--- src/rtl/dmem_responder.sv ---
// Data-memory responder for the CPU load/store path.
// Accepts one word transaction through a req/ack handshake, inserts LATENCY
// wait states, then performs the store or load. A misaligned or out-of-range
// address is answered with err=1 and touches neither memory nor rd.
//
// Ports:
//   clock  - system clock, all state changes on the rising edge
//   reset  - synchronous, active-high; memory contents are kept
//   req    - transaction request, sampled only while idle
//   we     - 1 = store, 0 = load (captured with req)
//   addr   - byte address (captured with req)
//   wd     - store data (captured with req)
//   rd     - load data, valid with ack and held afterwards
//   ack    - one-cycle completion pulse
//   err    - valid with ack; 1 = transaction rejected
//   busy   - high whenever a transaction is in flight
module dmem_responder #(
    parameter int unsigned DEPTH   = 64,
    parameter int unsigned LATENCY = 2
) (
    input  logic        clock,
    input  logic        reset,
    input  logic        req,
    input  logic        we,
    input  logic [31:0] addr,
    input  logic [31:0] wd,
    output logic [31:0] rd,
    output logic        ack,
    output logic        err,
    output logic        busy
);

    localparam int unsigned AW = (DEPTH > 1) ? $clog2(DEPTH) : 1;
    localparam int unsigned CW = 4;

    typedef enum logic [1:0] {
        IDLE = 2'd0,
        WAIT = 2'd1,
        RESP = 2'd2
    } state_t;

    state_t          state;
    logic [CW-1:0]   cnt;
    logic            cap_we;
    logic [AW-1:0]   cap_idx;
    logic [31:0]     cap_wd;

    logic [31:0]     mem [DEPTH];

    logic            req_valid_c;
    logic            access_c;
    logic            acc_we_c;
    logic [AW-1:0]   acc_idx_c;
    logic [31:0]     acc_wd_c;

    // Access source: live inputs for a zero-latency access taken straight
    // from IDLE, otherwise the fields captured when the request was accepted.
    always_comb begin
        req_valid_c = (addr[1:0] == 2'b00) && (addr[31:AW+2] == '0);
        access_c    = 1'b0;
        acc_we_c    = cap_we;
        acc_idx_c   = cap_idx;
        acc_wd_c    = cap_wd;
        case (state)
            IDLE: begin
                acc_we_c  = we;
                acc_idx_c = addr[AW+1:2];
                acc_wd_c  = wd;
                access_c  = req && req_valid_c && (LATENCY == 0);
            end
            WAIT: begin
                access_c = (cnt == CW'(1));
            end
            default: ;
        endcase
    end

    // Memory array; never cleared, and a reset edge blocks a pending store.
    always_ff @(posedge clock) begin
        if (!reset && access_c && acc_we_c) begin
            mem[acc_idx_c] <= acc_wd_c;
        end
    end

    // Handshake FSM with registered outputs.
    always_ff @(posedge clock) begin
        if (reset) begin
            state   <= IDLE;
            cnt     <= '0;
            ack     <= 1'b0;
            err     <= 1'b0;
            busy    <= 1'b0;
            rd      <= '0;
            cap_we  <= 1'b0;
            cap_idx <= '0;
            cap_wd  <= '0;
        end else begin
            ack <= 1'b0;
            err <= 1'b0;
            if (access_c && !acc_we_c) begin
                rd <= mem[acc_idx_c];
            end
            case (state)
                IDLE: begin
                    if (req) begin
                        cap_we  <= we;
                        cap_idx <= addr[AW+1:2];
                        cap_wd  <= wd;
                        busy    <= 1'b1;
                        if (!req_valid_c) begin
                            state <= RESP;
                            ack   <= 1'b1;
                            err   <= 1'b1;
                        end else if (LATENCY == 0) begin
                            state <= RESP;
                            ack   <= 1'b1;
                        end else begin
                            state <= WAIT;
                            cnt   <= CW'(LATENCY);
                        end
                    end
                end
                WAIT: begin
                    // Counter only counts down to zero, so LATENCY=15 cannot wrap.
                    cnt <= cnt - CW'(1);
                    if (cnt == CW'(1)) begin
                        state <= RESP;
                        ack   <= 1'b1;
                    end
                end
                RESP: begin
                    state <= IDLE;
                    busy  <= 1'b0;
                end
                default: begin
                    state <= IDLE;
                    busy  <= 1'b0;
                end
            endcase
        end
    end

endmodule

--- config.mk ---
export PLATFORM = sky130hd
export DESIGN_NAME = dmem_responder
export DESIGN_NICKNAME = d
export VERILOG_FILES = /design/src/rtl/dmem_responder.sv
export SDC_FILE = /design/constraint.sdc
export NUM_CORES = 2
export LEC_CHECK = 0
export BUFFER_PORTS_ARGS = -buffer_cell sky130_fd_sc_hd__clkbuf_2
export CORE_MARGIN = 2
export CORE_UTILIZATION = 50
export CTS_BUF_LIST = sky130_fd_sc_hd__clkbuf_4
export CTS_CLUSTER_SIZE = 25
export DETAILED_ROUTE_END_ITERATION = 10
export PLACE_DENSITY_LB_ADDON = 0.12
export SYNTH_ARGS = -nofsm -noshare
export SYNTH_HDL_FRONTEND = slang
export SYNTH_SLANG_ARGS = --single-unit
--- constraint.sdc ---
create_clock -name clock -period 8.1 [get_ports clock]
set_input_delay 0.81 -clock clock [delete_from_list [all_inputs] [get_ports clock]]
set_output_delay 0.81 -clock clock [all_outputs]
set_load 0.01 [all_outputs]
==> impl_metrics.csv <==
group,metric,value,unit
timing,finalHoldViolCount,0,
timing,fin_skew,0.125,ns
layout,area_growth_syn_to_layout,14.7,%
timing,tightest_slew,1.44,ns
timing,maxSlewHeadroom,4.09,%
logic_synthesis,synth_fp_nets,5214,
critical_path,worstSetupEndpointType,"register",
clock_network,clock_path_buffers,4,
logic_synthesis,synth-xor-area-share,0.0218,%
critical_path,critPathTopFamily,"simple AND/OR/NAND/NOR gates",
status,status,"complete, no violations",
logic_synthesis,avgSynthCellArea,15.6,sq um
global_routing,grt_usage,33.1,%
critical_path,cp_max_fo,106,
critical_path,critPathKind,"register to register",
floorplan,coreArea,160000,sq um
logic_synthesis,ys_async_sr_fraction,0,%
clock_network,clkSinkCount,2128,
route,num_vias,52300,
global_routing,grt_max_degree,130,
logic_synthesis,netlist_area,80300,sq um
placement,gp_congestion,0.849,
global_routing,antenna_found_initial,25,
floorplan,io_pins,103,
timing,setup_violations,0,
logic_synthesis,synth_edf_count,2048,
critical_path,cpMaxStageDelayCell,"and2_4",
timing,period_minus_slack,5.08,ns
route,via_per_inst,6.36,
logic_synthesis,syn_inst,5144,
logic_synthesis,synth_top_cell_by_area,"edfxtp_1",
clock_network,cts.root.buffer_cell,"clkbuf_4",
logic_synthesis,synth_top_area_share,76.6,%
logic_synthesis,synthTopCellsByArea,"edfxtp_1, nand2_1, mux2i_1",
min_path,hold_path.class,"input port to register",
critical_path,cp_num_buf_inv,2,
pwr,power.density,250,nW/um^2
critical_path,rrSetupSlack,3.02,ns
placement,post_dp_cell_area,84300,sq um
layout,layout.cells.non_filler,8234,
pwr,power.total,23.0,mW
route,wl_per_cell,32.9,um
route,wirelength,271,mm
timing,fmax,197,MHz
clock_network,path_clk_slew,0.06,ns
logic_synthesis,muxShareOfSynthArea,3.66,%
logic_synthesis,yosysSeqAreaShare,78.6,%
layout,num-nets-final,5824,
critical_path,worstPathArrival,6.30,ns
critical_path,cp_cell_sequence,"or3b_1 > and2_4 > buf_12 > buf_12 > mux2i_1 > o22ai_1 > o21ai_0 > o21ai_0 > nor4_1 > a211oi_1",
placement,place_hpwl,145,mm
min_path,whs_path_depth,8,
critical_path,r2r.worst_path.cells,10,
logic_synthesis,ys_ff_latch,2128,
logic_synthesis,synth_top_family_by_area,"compound AO/OA/AOI/OAI gates",
floorplan,die_w,405,um
run,maxCapViolations,0,
critical_path,required,9.32,ns
placement,place_inst,7193,
route,dr.pass1.iters,6,
layout,drive_gt1_share,21.4,%
placement,io_buffer_count,102,
critical_path,slowest_delay,0.79,ns
floorplan,row_count,147,
clock_network,htreeDepth,6,
logic_synthesis,synth_common_cells,"edfxtp_1, nand2_1, a21oi_1",
timing,finalCritPeriodShare,62.7,%
logic_synthesis,ys.flop_type,"edfxtp_1",
critical_path,crit_path_start_kind,"register",
clock_network,cts_setup_buffers,0,
timing,tns,0,ns
timing,rsz0062_at_grt,"no",
route,antenna_left,0,
layout,fin_area,92100,sq um
logic_synthesis,synthAdderAreaFrac,0.0312,%
global_routing,grt_overflow,0,
clock_network,ctsResizeCount,0,
clock_network,cts_tree,"built",
timing,finalMaxSlewViolations,0,
logic_synthesis,yosysMostFrequentCell,"edfxtp_1",
route,drt_iter0_markers,7390,
global_routing,grt_pass1_wl,377,mm
clock_network,cts_buffers,569,
floorplan,start_util,50.2,%
route,drc,0,
logic_synthesis,synthSimpleGateAreaFrac,5.95,%
logic_synthesis,synth-compound-area-share,9.91,%
clock_network,worstSkewPairLatency,1.45,ns
global_routing,grt_pass1_vias,49500,
floorplan,dieArea,164000,sq um
pwr,ir_drop,0.000179,V
logic_synthesis,ys_types,54,
critical_path,worstSetupPathDepth,10,
floorplan,die_h,405,um
pwr,p_leak,31.3,nW
logic_synthesis,yosys_warnings,0,
## area by class of cell
cell class,count,area [sq um]
diodes,17,42.5
flip-flops and latches,2128,63100
fillers,12700,67900
clock inverters,93,524
well taps,2086,2610
multi-input cells,2695,16500
clock buffers,855,6420
repair buffers,355,2840
inverters,5,18.8
## state kept, by name, summed over array words and instances, names as in the netlist
| register | count |
|---|---|
| cap_wd | 32 |
| state | 2 |
| ack | 1 |
| busy | 1 |
| cap_idx | 6 |
| cap_we | 1 |
| rd | 32 |
| mem | 2048 |
| err | 1 |
| cnt | 4 |
## path summary, 6_finish.rpt
| path | end | startpoint |
|---|---|---|
| setup / recovery | rd[11] | state[1] |
| hold / removal | cnt[1] | addr[17] |
| setup reg to reg | rd[11] | state[1] |
| hold reg to reg | cap_wd[6] | cap_wd[6] |
## where the power goes
part	internal (mW)	total, mW	switching, mW	leakage (nW)
Combinational	0.365	1.48	1.12	7.89
Sequential	12.2	12.2	0.0101	19.1
Clock	4.97	9.33	4.36	4.22
Total	17.5	23.0	5.49	31.3
## through the flow
stage                     util [%]  worst slack, ns  hold WS [ns]
final                         57.5             3.02         0.132
after global routing          57.5             2.95         0.197
after CTS                     57.5             3.24        0.0391
after detailed placement      52.7             2.93         0.449
after global placement        52.7             2.50         0.442
after floorplan                  -             3.89         0.437
## per-layer routing
layer	part of all wire, %	routed length [um]	up-vias	global-route usage, %
li1	-	-	21700	-
met1	40	108000	26500	47.5
met2	44	121000	3622	48.6
met3	13	35100	489	9.74
met4	2.8	7550	12	10.9
met5	0.089	242	-	0
## cells in the final DEF, fill, tap and decap left out, drive strengths merged, types with 6 or more instances in the layout
| cell | instances |
|---|---|
| bufinv | 6 |
| a21oi | 322 |
| o22ai | 139 |
| clkbuf | 956 |
| nand3 | 38 |
| o221ai | 11 |
| edfxtp | 2048 |
| a31oi | 95 |
| a22oi | 304 |
| nor2 | 185 |
| inv | 20 |
| a2111oi | 16 |
| nor3 | 18 |
| nor4 | 46 |
| o21a | 7 |
| o21bai | 12 |
| dfxtp | 80 |
| mux2i | 290 |
| o21ai | 155 |
| dlygate4sd3 | 76 |
| nand2b | 8 |
| a22o | 32 |
| nand4 | 30 |
| buf | 178 |
| a222oi | 6 |
| diode | 17 |
| a211oi | 21 |
| a221oi | 76 |
| clkinv | 71 |
| nand2 | 818 |
| a221o | 6 |
## logic make-up after synthesis
logic type / Yosys count
flip-flops: 2128
adder cells (fa/ha/maj): 2
multiplexers: 293
AO/OA/AOI/OAI: 1227
AND/OR/NAND/NOR: 1171
XOR/XNOR: 2
buffers and inverters: 321
## worst min-delay path, stage by stage
cell	delay [ns]
clkbuf_2	0.07
nor2_1	0.04
nand4_1	0.08
nor2_1	0.08
a21oi_1	0.14
nor2_1	0.09
nor2_1	0.09
a211oi_1	0.05
## repair_timing
| item | 4_1_cts | 5_1_grt |
|---|---|---|
| hold buffers | 76 | 0 |
| hold endpoints to repair | 48 | 0 |
| setup endpoints to repair | 0 | 0 |
Note: power is estimated with default switching activity, not from simulation.
